$ cat src/rtl/ldpc_dec_ctrl_pkg.sv
// Shared types and width helpers for the LDPC frame sequencer.
package ldpc_pkg;

    typedef enum logic [2:0] {
        S_IDLE,
        S_LOAD,
        S_CNU,
        S_VNU,
        S_CHK,
        S_UNLOAD
    } state_t;

    function automatic int sw_f(input int d);
        return (d > 1) ? $clog2(d) : 1;
    endfunction

    function automatic int iw_f(input int max_iter);
        return $clog2(max_iter + 1);
    endfunction

    function automatic int aw_f(input int n);
        return (n > 1) ? $clog2(n) : 1;
    endfunction

    function automatic int tbl_idx(input int i, input int j, input int r);
        return i * r + j;
    endfunction

endpackage

$ cat src/rtl/ldpc_dec_ctrl_syndrome.sv
// Combinational parity checker: one bit per check row/circulant position.
module ldpc_syndrome
    import ldpc_pkg::*;
#(
    parameter int R = 5,
    parameter int C = 3,
    parameter int D = 8
) (
    input  logic [R*D-1:0]           dec,
    input  logic [C*R*sw_f(D)-1:0]   shift,
    output logic [C*D-1:0]           syn,
    output logic                     syn_zero
);
    localparam int SW = sw_f(D);

    always_comb begin
        syn = '0;
        for (int i = 0; i < C; i++) begin
            for (int k = 0; k < D; k++) begin
                for (int j = 0; j < R; j++) begin
                    syn[i*D+k] = syn[i*D+k] ^
                        dec[j*D + ((k + int'(shift[tbl_idx(i, j, R)*SW +: SW])) % D)];
                end
            end
        end
    end

    assign syn_zero = ~|syn;

endmodule

$ cat src/rtl/ldpc_dec_ctrl.sv
// LDPC decoder frame sequencer: load, CNU/VNU phasing, syndrome check, unload.
// LDPC_EARLY_TERM_EN enables exit on the first zero syndrome.
module ldpc_dec_ctrl
    import ldpc_pkg::*;
#(
    parameter int DATA_W   = 8,
    parameter int R        = 5,
    parameter int C        = 3,
    parameter int D        = 8,
    parameter int MAX_ITER = 10,
    parameter int PH_LAT   = 2
) (
    input  logic                        clk,
    input  logic                        rst,
    input  logic                        cfg_we,
    input  logic [aw_f(C*R)-1:0]        cfg_addr,
    input  logic [sw_f(D)-1:0]          cfg_shift,
    input  logic                        llr_valid,
    output logic                        llr_ready,
    input  logic [DATA_W*D-1:0]         llr_data,
    output logic [DATA_W*R*D-1:0]       llr_bus,
    output logic                        cnu_en,
    output logic                        vnu_en,
    input  logic [R*D-1:0]              dec_in,
    output logic                        out_valid,
    input  logic                        out_ready,
    output logic [D-1:0]                out_data,
    output logic [iw_f(MAX_ITER)-1:0]   out_iter,
    output logic                        out_pass,
    output logic                        busy
);
    localparam int SW = sw_f(D);
    localparam int IW = iw_f(MAX_ITER);
    localparam int NT = C * R;
    localparam int CW = (R > 1) ? $clog2(R) : 1;
    localparam int PW = (PH_LAT > 1) ? $clog2(PH_LAT) : 1;

    state_t                  state_q, state_d;
    logic [CW-1:0]           col_q, col_d;
    logic [PW-1:0]           ph_q, ph_d;
    logic [IW-1:0]           iter_q, iter_d;
    logic                    pass_q, pass_d;
    logic [DATA_W*R*D-1:0]   llr_bus_q, llr_bus_d;
    logic [R*D-1:0]          snap_q, snap_d;
    logic [NT*SW-1:0]        shift_q, shift_d;
    logic                    llr_ready_q, llr_ready_d;
    logic                    cnu_en_q, cnu_en_d;
    logic                    vnu_en_q, vnu_en_d;
    logic                    out_valid_q, out_valid_d;
    logic                    busy_q, busy_d;

    logic [C*D-1:0]          syn;
    logic                    syn_zero;
    logic                    chk_zero;
    logic                    accept;
    logic                    hs;

    ldpc_syndrome #(.R(R), .C(C), .D(D)) u_syn (
        .dec      (dec_in),
        .shift    (shift_q),
        .syn      (syn),
        .syn_zero (syn_zero)
    );

    assign chk_zero = syn_zero && (syn == '0);
    assign accept   = llr_valid && llr_ready_q;
    assign hs       = out_valid_q && out_ready;

    always_comb begin
        state_d   = state_q;
        col_d     = col_q;
        ph_d      = ph_q;
        iter_d    = iter_q;
        pass_d    = pass_q;
        llr_bus_d = llr_bus_q;
        snap_d    = snap_q;
        shift_d   = shift_q;

        // Table writes only while idle, so a running frame never sees a torn table.
        if (state_q == S_IDLE && cfg_we && int'(cfg_shift) < D && int'(cfg_addr) < NT)
            shift_d[int'(cfg_addr)*SW +: SW] = cfg_shift;

        case (state_q)
            S_IDLE, S_LOAD: begin
                if (accept) begin
                    llr_bus_d[int'(col_q)*DATA_W*D +: DATA_W*D] = llr_data;
                    if (col_q == CW'(R-1)) begin
                        state_d = S_CNU;
                        col_d   = '0;
                        ph_d    = '0;
                        iter_d  = '0;
                    end else begin
                        state_d = S_LOAD;
                        col_d   = col_q + CW'(1);
                    end
                end
            end
            S_CNU: begin
                if (ph_q == PW'(PH_LAT-1)) begin
                    ph_d    = '0;
                    state_d = S_VNU;
                    iter_d  = iter_q + IW'(1);
                end else begin
                    ph_d = ph_q + PW'(1);
                end
            end
            S_VNU: begin
                if (ph_q == PW'(PH_LAT-1)) begin
                    ph_d    = '0;
                    state_d = S_CHK;
                end else begin
                    ph_d = ph_q + PW'(1);
                end
            end
            S_CHK: begin
                snap_d = dec_in;
                col_d  = '0;
`ifdef LDPC_EARLY_TERM_EN
                if (chk_zero) begin
                    pass_d  = 1'b1;
                    state_d = S_UNLOAD;
                end else if (iter_q == IW'(MAX_ITER)) begin
                    pass_d  = 1'b0;
                    state_d = S_UNLOAD;
                end else begin
                    state_d = S_CNU;
                end
`else
                if (iter_q == IW'(MAX_ITER)) begin
                    pass_d  = chk_zero;
                    state_d = S_UNLOAD;
                end else begin
                    state_d = S_CNU;
                end
`endif
            end
            S_UNLOAD: begin
                if (hs) begin
                    if (col_q == CW'(R-1)) begin
                        state_d = S_IDLE;
                        col_d   = '0;
                    end else begin
                        col_d = col_q + CW'(1);
                    end
                end
            end
            default: state_d = S_IDLE;
        endcase

        llr_ready_d = (state_d == S_IDLE) || (state_d == S_LOAD);
        cnu_en_d    = (state_d == S_CNU);
        vnu_en_d    = (state_d == S_VNU);
        out_valid_d = (state_d == S_UNLOAD);
        busy_d      = (state_d != S_IDLE);
    end

    always_ff @(posedge clk) begin
        if (!rst) begin
            state_q     <= S_IDLE;
            col_q       <= '0;
            ph_q        <= '0;
            iter_q      <= '0;
            pass_q      <= 1'b0;
            llr_bus_q   <= '0;
            snap_q      <= '0;
            shift_q     <= '0;
            llr_ready_q <= 1'b0;
            cnu_en_q    <= 1'b0;
            vnu_en_q    <= 1'b0;
            out_valid_q <= 1'b0;
            busy_q      <= 1'b0;
        end else begin
            state_q     <= state_d;
            col_q       <= col_d;
            ph_q        <= ph_d;
            iter_q      <= iter_d;
            pass_q      <= pass_d;
            llr_bus_q   <= llr_bus_d;
            snap_q      <= snap_d;
            shift_q     <= shift_d;
            llr_ready_q <= llr_ready_d;
            cnu_en_q    <= cnu_en_d;
            vnu_en_q    <= vnu_en_d;
            out_valid_q <= out_valid_d;
            busy_q      <= busy_d;
        end
    end

    assign llr_ready = llr_ready_q;
    assign llr_bus   = llr_bus_q;
    assign cnu_en    = cnu_en_q;
    assign vnu_en    = vnu_en_q;
    assign out_valid = out_valid_q;
    assign out_data  = out_valid_q ? snap_q[int'(col_q)*D +: D] : '0;
    assign out_iter  = iter_q;
    assign out_pass  = pass_q;
    assign busy      = busy_q;

endmodule

$ cat config.mk
export PLATFORM = sky130hd
export DESIGN_NAME = ldpc_dec_ctrl
export DESIGN_NICKNAME = d
export VERILOG_FILES = /design/src/rtl/ldpc_dec_ctrl_pkg.sv /design/src/rtl/ldpc_dec_ctrl_syndrome.sv /design/src/rtl/ldpc_dec_ctrl.sv
export SDC_FILE = /design/constraint.sdc
export NUM_CORES = 1
export LEC_CHECK = 0
export CORE_MARGIN = 2
export CORE_UTILIZATION = 53
export CTS_CLUSTER_SIZE = 12
export DETAILED_ROUTE_END_ITERATION = 10
export PLACE_DENSITY = 0.82
export RECOVER_POWER = 100
export SYNTH_ARGS = -nofsm -noshare
export SYNTH_HDL_FRONTEND = slang
export SYNTH_HIERARCHICAL = 1
export SYNTH_SLANG_ARGS = --single-unit
export TNS_END_PERCENT = 20
$ cat constraint.sdc
create_clock -name clk -period 4.95 [get_ports clk]
set_clock_uncertainty 0.05 [all_clocks]
set_input_delay 0.7425 -clock clk [delete_from_list [all_inputs] [get_ports clk]]
set_output_delay 0.7425 -clock clk [all_outputs]
set_load 0.1 [all_outputs]
==> impl_metrics.toml, run 1 <==
[run_status]
outcome = "complete, but fails checks"
violations = "capacitance limit, slew limit"

[setup_path]
timing.critical_path.to_type = "output pin"
crit_chain = "nor3_1 > a22oi_1 > nor2b_1 > clkbuf_1"
crit_required_ns = 4.16
cp.arrival_ns = 3.67
cpPeakStageDelay_ns = 1.00
crit_family = "simple AND/OR/NAND/NOR gates"
worst_r2r_path_depth = 8
path_buf_inv = 1
crit_path_max_fanout = 21
r2r_slack_ns = 0.55
reg2reg_to = "llr_bus[203]"
startpoint_type = "register"
regToRegStartpoint = "col_q[0]"
path_class = "register to output pin"
slowest_stage = "nor3_1"

[sta]
fin_tns_setup_ns = 0
tightest_slew_ns = 2.303
relSlewSlack = -0.5354
setup_viol = 0
max_freq_mhz = 223.9
whs_ns = 0.3931
finalCritPeriodShare = 0.9023
period_minus_slack_ns = 4.466
rsz0062_at_grt = "false"
slew_violations = 498
finalHoldViolCount = 0

[clock_tree]
numCtsBuffers = 44
clk_latency_ns = 0.58
clkTransAtPathRegs_ns = 0.06
clock_path_buffers = 3
clock-sinks = 422
clockRootBuffer = "clkbuf_16"
cts_tree = "built"
cts_resized = 0
hold_buffers = 0
htree_levels = 2
cts_setup_buffers = 0

[place]
place.gp.congestion = 0.9748
dpl.hpwl_um = 62610
portBuffers = 453

[pwr]
power_density_nw_per_um2 = 274.1
comb_power_share = 0.141
p_clk_frac = 0.421
power.leakage_nw = 10.97
ir_worst_vdd_mv = 0.2903
sw_frac_of_total = 0.2701
power_switching_mw = 2.134
power.total_mw = 7.901
sequentialPowerShare = 0.437
internal-power_mw = 5.767

[grt]
grtUsageTotal = 0.3755
grt_pass1_vias = 20640
antenna_found_initial = 8
grt_overflow = 0
grt_max_degree = 133
grt_first_pass_wirelength_um = 127300

[synth]
syn_inst = 2504
synth_fp_nets = 2663
syn_avg_cell_area_sq_um = 9.099
yosys_warnings = 6
syn_area_sq_um = 22780
synth-edff-count = 0
yosysSeqAreaShare = 0.3708
ys_types = 66
synth_seq_cells = 422
synthArstFlopShare = 0
dominantRegCellSynth = "dfxtp_1"

[drt]
first_iter_violations = 2064
first_pass_iters = 5
vias = 21420
route.detailed.drc = 0
routed_wl_um = 86750
wl_per_cell_um = 25.51
vias_per_cell = 6.297
drtAntennaViolNets = 0

[min_path]
min_from = "llr_bus[40]"
whs_path_depth = 2
holdPathEnd = "llr_bus[40]"
hold_path_class = "register to register"

[cells_and_area]
drive_above_1_share = 0.09590
syn2layout_area_growth_pct = 26.51
final_nets = 2991
fill_cells = 3226

[floorplan]
initial_utilization = 0.5396
die-area_sq_um = 44660
ios = 454
row_count = 75
die_w_um = 211.3
core_sq_um = 42230
die_h_um = 211.3

[job]
cap_viol_max_count = 7
[cells in the mapped netlist (all sizes together), types with 11 or more instances]
| library cell | instances | area, sq um |
|---|---|---|
| nor2b | 16 | 100.1 |
| xor2 | 52 | 463.0 |
| xnor2 | 74 | 655.6 |
| o221ai | 13 | 113.9 |
| dfxtp | 422 | 8448 |
| mux4 | 123 | 2800 |
| a21oi | 321 | 1625 |
| inv | 44 | 165.2 |
| buf | 103 | 544.3 |
| nor3 | 11 | 55.05 |
| ha | 43 | 538.0 |
| nand4 | 12 | 87.58 |
| nand2 | 535 | 2008 |
| nor2 | 54 | 202.7 |
| a22oi | 33 | 247.7 |
| a22o | 39 | 341.6 |
| nor4 | 11 | 75.07 |
| clkbuf | 129 | 484.2 |
| mux2i | 216 | 2162 |
| nand3 | 160 | 800.8 |
[power groups by stage]
stage / registers [mW] / clock network [mW] / logic (mW)
after CTS: 3.45 / 3.33 / 1.11
after detailed placement: 3.53 / 0 / 1.10
after global routing: 3.46 / 3.45 / 1.16
after floorplan: 3.72 / 0 / 0.532
final: 3.45 / 3.33 / 1.12
after global placement: 3.53 / 0 / 1.09
[cell type report]
| cell class | count | area [sq um] | area share |
|---|---|---|---|
| multi-input combinational | 1805 | 13150 | 0.4563 |
| sequential | 422 | 8448 | 0.2931 |
| timing repair buffer | 514 | 4941 | 0.1714 |
| clock buffer | 64 | 1287 | 0.04467 |
| tap | 539 | 674.4 | 0.02340 |
| inverter | 45 | 168.9 | 0.005860 |
| clock inverter | 7 | 138.9 | 0.004818 |
| antenna | 5 | 12.51 | 0.0004341 |
[worst max path at each step]
| stage | slack (ns) | end | from | cells past startpoint |
|---|---|---|---|---|
| 3_5_place_dp | 0.43 | out_pass | dec_in[28] | 14 |
| 5_1_grt | 0.21 | llr_bus[115] | col_q[0] | 7 |
| 4_1_cts | 0.85 | out_pass | shift_q[30] | 14 |
| 3_3_place_gp | 0.45 | out_pass | dec_in[30] | 14 |
| 6_report | 0.48 | out_data[4] | col_q[0] | 4 |
| 2_1_floorplan | 1.20 | out_pass | shift_q[27] | 16 |
[kinds of logic (layout without fill, tap and decap cells)]
kind of cell	Yosys count	after routing	synth area share
flip-flops	422	422	0.3708
adder cells (fa/ha/maj)	43	43	0.02361
multiplexers	349	349	0.2227
XOR/XNOR	133	133	0.05618
AND/OR/NAND/NOR	842	842	0.1617
buffers and inverters	277	630	0.05255
other	0	5	0
AO/OA/AOI/OAI	438	438	0.1125
[cell usage in the layout, fill, tap and decap left out, types with 5 or more instances in the layout]
cell / synthesis / final
nor2b_1: 16 / 15
clkbuf_8: 0 / 9
clkbuf_2: 0 / 8
dlygate4sd3_1: 0 / 331
o221ai_1: 13 / 13
a21oi_1: 316 / 318
nor2_1: 54 / 54
inv_1: 41 / 40
nor3b_1: 7 / 6
clkbuf_1: 129 / 19
xnor2_1: 73 / 73
ha_1: 43 / 43
buf_4: 6 / 50
nand4_1: 10 / 10
mux4_2: 115 / 115
mux4_1: 8 / 8
clkdlybuf4s50_1: 0 / 113
xor2_1: 51 / 51
o21ai_0: 9 / 9
nand2_1: 535 / 535
clkbuf_16: 0 / 45
nor3_1: 11 / 11
mux2i_1: 216 / 216
dfxtp_1: 422 / 422
a22o_1: 39 / 39
a22oi_1: 33 / 33
mux2_2: 10 / 10
nand3_1: 160 / 160
and4_1: 6 / 5
diode_2: 0 / 5
nor4_1: 10 / 10
[worst min-delay path, stage by stage (launching register included)]
cell and delay (ns):
dfxtp_1 0.30, nand2_1 0.05, a21oi_1 0.05
[stage by stage]
| step | util | area [sq um] | setup WS [ns] | cells |
|---|---|---|---|---|
| after floorplan | - | 22780 | 1.201 | 2504 |
| after global placement | 0.6505 | 27470 | 0.4526 | 3325 |
| after detailed placement | 0.6505 | 27470 | 0.4283 | 3325 |
| after CTS | 0.6843 | 28900 | 0.8514 | 3396 |
| after global routing | 0.6826 | 28820 | 0.2062 | 3401 |
| final | 0.6826 | 28820 | 0.4837 | 3401 |
[routing by layer]
| layer | wire length, um | GRT usage | vias to the layer above | share of wire |
|---|---|---|---|---|
| met2 | 39650 | 0.5923 | 1286 | 0.46 |
| met4 | 5424 | 0.2059 | 6 | 0.063 |
| met1 | 31860 | 0.4632 | 10370 | 0.37 |
| met5 | 40 | 0 | - | 0.00046 |
| li1 | - | - | 9476 | - |
| met3 | 9767 | 0.1093 | 275 | 0.11 |
[sequential cells by signal, summed over array words and instances, names as in the netlist]
| name | cells |
|---|---|
| llr_ready | 1 |
| vnu_en | 1 |
| llr_bus | 320 |
| ph_q | 1 |
| out_pass | 1 |
| cnu_en | 1 |
| out_iter | 4 |
| state_q | 3 |
| snap_q | 40 |
| out_valid | 1 |
| col_q | 3 |
| busy | 1 |
| shift_q | 45 |
Power figures use the tool's default switching activity.
==> run 2, diff against run 1 <==
--- a/config.mk
+++ b/config.mk
@@ -9,2 +9,3 @@
 export CORE_UTILIZATION = 53
+export CTS_BUF_LIST = sky130_fd_sc_hd__clkbuf_16
 export CTS_CLUSTER_SIZE = 12
@@ -12,3 +13,3 @@
 export PLACE_DENSITY = 0.82
-export RECOVER_POWER = 100
+export RECOVER_POWER = 25
 export SYNTH_ARGS = -nofsm -noshare
==> constraint.sdc (replaced) <==
create_clock -name clk -period 4.95 [get_ports clk]
set_clock_uncertainty 0.05 [all_clocks]
set_input_delay 0.99 -clock clk [delete_from_list [all_inputs] [get_ports clk]]
set_output_delay 0.99 -clock clk [all_outputs]
set_load 0.1 [all_outputs]
==> impl_metrics.toml, run 2 (same netlist as run 1, synthesis figures left out) <==
[pwr]
power_switching_mw = 2.142
sw_frac_of_total = 0.2813
comb_power_share = 0.151
ir_worst_vdd_mv = 0.4000
sequentialPowerShare = 0.454
power_density_nw_per_um2 = 263.2
internal-power_mw = 5.473
power.total_mw = 7.616
p_clk_frac = 0.396
power.leakage_nw = 10.28

[min_path]
hold_path_class = "register to register"

[grt]
grt_overflow = 0
grt_pass1_vias = 20660
grt_first_pass_wirelength_um = 128200
grtUsageTotal = 0.3783
antenna_found_initial = 5
grt_max_degree = 194

[drt]
first_iter_violations = 2396
drtAntennaViolNets = 0
dr.max_layer_used = "met4"
met3WireLength_um = 9683
wl_per_cell_um = 25.42
first_pass_iters = 6
route.met2.wl_um = 39710
m1WireLength_um = 32560
vias = 21550
vias_per_cell = 6.283
route.detailed.drc = 0
routed_wl_um = 87150

[sta]
max_freq_mhz = 235.6
slew_violations = 26
finalCritPeriodShare = 0.8574
setup_viol = 0
rsz0062_at_grt = "false"
relSlewSlack = -0.1120
period_minus_slack_ns = 4.244
fin_tns_setup_ns = 0
tightest_slew_ns = 1.668
finalHoldViolCount = 0

[clock_tree]
hold_buffers = 0
cts_setup_buffers = 0
numCtsBuffers = 44
clockRootBuffer = "clkbuf_16"
clkTransAtPathRegs_ns = 0.06
clock-sinks = 422
cts_resized = 0
clk_latency_ns = 0.59
cts_tree = "built"
clock_path_buffers = 3
htree_levels = 2

[setup_path]
path_buf_inv = 2
crit_required_ns = 5.42
cp.arrival_ns = 4.72
timing.critical_path.to_type = "register"
crit_chain = "clkdlybuf4s50_1 > buf_4 > mux4_2 > mux2i_1 > xnor3_1 > xnor2_1 > nor2_1 > nor4b_1 > and4b_1 > and4_1 > nor4b_1 > nand4_1 > nor3_1 > o21a_1"
path_class = "primary input to register"
crit_family = "simple AND/OR/NAND/NOR gates"
crit_path_max_fanout = 12
cpPeakStageDelay_ns = 0.65
startpoint_type = "primary input"
slowest_stage = "clkdlybuf4s50_1"
cp_common_cell = "nor4b_1"

[cells_and_area]
syn2layout_area_growth_pct = 27.00
layout_commonest_cell = "nand2_1"
seq_area_sq_um = 8448
fill_cells = 3243
final_cell_mix = "535 x nand2_1, 422 x dfxtp_1, 347 x clkdlybuf4s50_1, 318 x a21oi_1, 216 x mux2i_1"
final_nets = 3016
finalNonFillerCells = 3429
largest_reg_flops = 320
drive_above_1_share = 0.1038
multiInputGateArea_sq_um = 13160

[run_status]
outcome = "complete, but fails checks"
violations = "capacitance limit, slew limit"

[floorplan]
die_w_um = 211.3
die_h_um = 211.3
initial_utilization = 0.5396
ios = 454
die-area_sq_um = 44660
row_count = 75
core_sq_um = 42230

[place]
portBuffers = 453
place.gp.congestion = 0.9840
dpl.hpwl_um = 63560
dp_cells = 3350

[job]
cap_viol_max_count = 1
==> run 2: changes by cell type in the layout (fill, tap and decap cells not counted), moves of 2 or more <==
cell | before | now
clkbuf_1 | 19 | 1
buf_4 | 50 | 90
clkinv_1 | 1 | 8
dlygate4sd3_1 | 331 | 97
inv_1 | 40 | 54
diode_2 | 5 | 9
bufinv_16 | 3 | 0
and4_1 | 5 | 3
clkdlybuf4s50_1 | 113 | 347
and4_2 | 1 | 3
clkbuf_8 | 9 | 0
clkbuf_2 | 8 | 0
==> run 2: worst paths after layout <==
path | slack, ns | from | end | depth (start not counted)
worst min-delay path | 0.40 | llr_bus[3] | llr_bus[3] | 2
worst max register to register | 0.78 | shift_q[28] | out_pass | 14
worst min register to register | 0.40 | llr_bus[3] | llr_bus[3] | 2
worst max-delay path | 0.71 | dec_in[25] | out_pass | 14
==> run 2: cell type report <==
class                   count  share of cell area
diodes                      9           0.0007783
clock inverters            25            0.004800
flip-flops and latches    422              0.2920
repair buffers            539              0.1793
inverters                  45            0.006097
multi-input cells        1805              0.4548
well taps                 539             0.02331
clock buffers              45             0.03892
==> run 2: metrics by stage <==
step	hold slack (ns)	area [sq um]	util	setup WS, ns
4_1_cts	0.4010	28930	0.6852	0.7768
5_1_grt	0.4114	28930	0.6850	0.5205
3_3_place_gp	0.3876	27670	0.6552	0.1667
2_1_floorplan	0.3814	22780	-	1.195
6_report	0.4012	28940	0.6852	0.7058
3_5_place_dp	0.3933	27670	0.6552	0.1608
==> run 2: power by group through the flow <==
stage | combinational, mW | sequential (mW) | clock [mW]
2_1_floorplan | 0.532 | 3.72 | 0
3_3_place_gp | 1.11 | 3.53 | 0
3_5_place_dp | 1.12 | 3.53 | 0
4_1_cts | 1.13 | 3.45 | 3.02
5_1_grt | 1.19 | 3.46 | 3.15
6_report | 1.15 | 3.45 | 3.01
==> run 2: worst reg2reg max path, cell delays in order (launching register included) <==
cell and delay (ns):
dfxtp_1 0.32, inv_1 0.10, ha_1 0.50, mux4_2 0.57
mux2i_1 0.47, xnor3_1 0.43, xnor2_1 0.16, nor2_1 0.15
nor4b_1 0.25, and4b_1 0.23, and4_1 0.18, nor4b_1 0.22
nand4_1 0.13, nor3_1 0.22, o21a_1 0.15
==> run 2: metal layers <==
layer | up-vias | track usage
met2 | 1339 | 0.5972
met4 | 0 | 0.1933
met3 | 274 | 0.09123
li1 | 9494 | -
met1 | 10440 | 0.4842
met5 | - | 0
==> run 3, diff against run 2 <==
CORE_UTILIZATION = 54   (was 53)
CTS_BUF_LIST = sky130_fd_sc_hd__clkbuf_2 sky130_fd_sc_hd__clkbuf_4 sky130_fd_sc_hd__clkbuf_8   (was sky130_fd_sc_hd__clkbuf_16)
PLACE_DENSITY = 0.83   (was 0.82)
==> impl_metrics.toml, run 3 (same netlist as run 1, synthesis figures left out) <==
[run_status]
outcome = "complete, but fails checks"
violations = "capacitance limit, slew limit"

[drt]
vias = 21730
vias_per_cell = 6.272
routed_wl_um = 87340
wl_per_cell_um = 25.21
route.detailed.drc = 0
first_iter_violations = 2242
drtAntennaViolNets = 0
first_pass_iters = 6

[min_path]
holdPathEnd = "llr_bus[187]"
whs_path_depth = 2
hold_path_class = "register to register"
min_from = "llr_bus[187]"

[setup_path]
worst_r2r_path_depth = 14
crit_family = "simple AND/OR/NAND/NOR gates"
crit_required_ns = 3.91
path_class = "register to output pin"
cpPeakStageDelay_ns = 1.03
crit_chain = "nor3_1 > a22oi_1 > nor2b_1 > buf_4"
slowest_stage = "nor3_1"
path_buf_inv = 1
r2r_slack_ns = 0.85
reg2reg_to = "out_pass"
timing.critical_path.to_type = "output pin"
cp.arrival_ns = 3.08
regToRegStartpoint = "shift_q[30]"
crit_path_max_fanout = 21
startpoint_type = "register"

[clock_tree]
cts_setup_buffers = 0
numCtsBuffers = 69
cts_resized = 0
clockRootBuffer = "clkbuf_8"
htree_levels = 3
clkTransAtPathRegs_ns = 0.06
clk_latency_ns = 0.62
clock_path_buffers = 3
clock-sinks = 422
cts_tree = "built"
hold_buffers = 0

[cells_and_area]
syn2layout_area_growth_pct = 27.68
stdcell_area_sq_um = 29090
layout_commonest_cell = "nand2_1"
final_cell_mix = "535 x nand2_1, 422 x dfxtp_1, 356 x clkdlybuf4s50_1, 318 x a21oi_1, 216 x mux2i_1"
finalNonFillerCells = 3464
drive_above_1_share = 0.1229
largest_reg_flops = 320
final_util = 0.6967
fill_cells = 3071
final_nets = 3029

[floorplan]
row_count = 75
die_h_um = 209.4
die_w_um = 209.4
die-area_sq_um = 43850
initial_utilization = 0.5456
core_sq_um = 41760
ios = 454

[place]
portBuffers = 453
dpl.hpwl_um = 62690
place_area_sq_um = 27620
place.gp.congestion = 1.028
dp_cells = 3338
pre_cts_ws_ns = 0.2449

[grt]
antenna_found_initial = 5
grt_first_pass_wirelength_um = 128900
grt_max_degree = 176
grt_pass1_vias = 21090
grtUsageTotal = 0.3854
grt_overflow = 0

[sta]
max_freq_mhz = 242.7
period_minus_slack_ns = 4.120
finalCritPeriodShare = 0.8324
finalHoldViolCount = 0
rsz0062_at_grt = "false"
slew_violations = 26
fin_tns_setup_ns = 0
setup_viol = 0
whs_ns = 0.3976
tightest_slew_ns = 1.587
relSlewSlack = -0.05812
setup_slack_ns = 0.8298

[pwr]
power.leakage_nw = 10.33
power_density_nw_per_um2 = 271.0
ir_worst_vdd_mv = 0.2737
power.total_mw = 7.884

[job]
cap_viol_max_count = 1
run 3: changes by cell type in the layout (fill, tap and decap cells not counted), moves of 3 or more:
| cell | change |
|---|---|
| buf_4 | -15 |
| clkbuf_8 | +91 |
| clkinv_2 | +10 |
| clkinv_1 | -7 |
| diode_2 | -5 |
| clkbuf_16 | -45 |
| clkbuf_4 | +16 |
| inv_1 | -14 |
| clkdlybuf4s50_1 | +9 |
| buf_12 | +3 |
| dlygate4sd3_1 | -9 |
run 3: final cells by class:
cell class | count | area [sq um] | share of cell area
flip-flops and latches | 422 | 8448 | 0.2904
multi-input cells | 1805 | 13160 | 0.4524
well taps | 539 | 674.4 | 0.02318
diodes | 4 | 10.01 | 0.0003441
clock buffers | 107 | 1373 | 0.04718
repair buffers | 527 | 5136 | 0.1766
clock inverters | 15 | 112.6 | 0.003871
inverters | 45 | 176.4 | 0.006064
run 3: worst max-delay path by stage:
stage                            from          end  slack [ns]  cells after the start
after floorplan              col_q[0]  out_data[0]        1.20                      5
after global placement     dec_in[39]     out_pass        0.35                     14
after detailed placement   dec_in[37]     out_pass        0.24                     13
after CTS                 shift_q[30]     out_pass        0.85                     14
after global routing      shift_q[30]     out_pass        0.50                     14
final                        col_q[0]  out_data[5]        0.83                      4
run 3: report_power, final:
part / leakage [nW] / internal (mW) / switching, mW / total [mW]
Combinational: 6.13 / 0.411 / 0.733 / 1.14
Sequential: 3.40 / 3.43 / 0.0283 / 3.46
Clock: 0.796 / 1.82 / 1.46 / 3.29
Total: 10.3 / 5.66 / 2.22 / 7.88
run 3: per-layer routing:
metal	track usage	part of all wire
met1	0.4665	0.37
met2	0.6067	0.45
met3	0.1202	0.12
met4	0.2266	0.066
met5	0	0
run 3: worst reg2reg max path: cells and delay by family (launching register included):
kind	cells	cell delay, ns
AO/OA/AOI/OAI	2	0.47
XOR/XNOR	1	0.34
adder cells (fa/ha/maj)	1	0.53
AND/OR/NAND/NOR	7	1.42
buffers and inverters	1	0.22
multiplexers	2	0.39
flip-flops	1	0.66
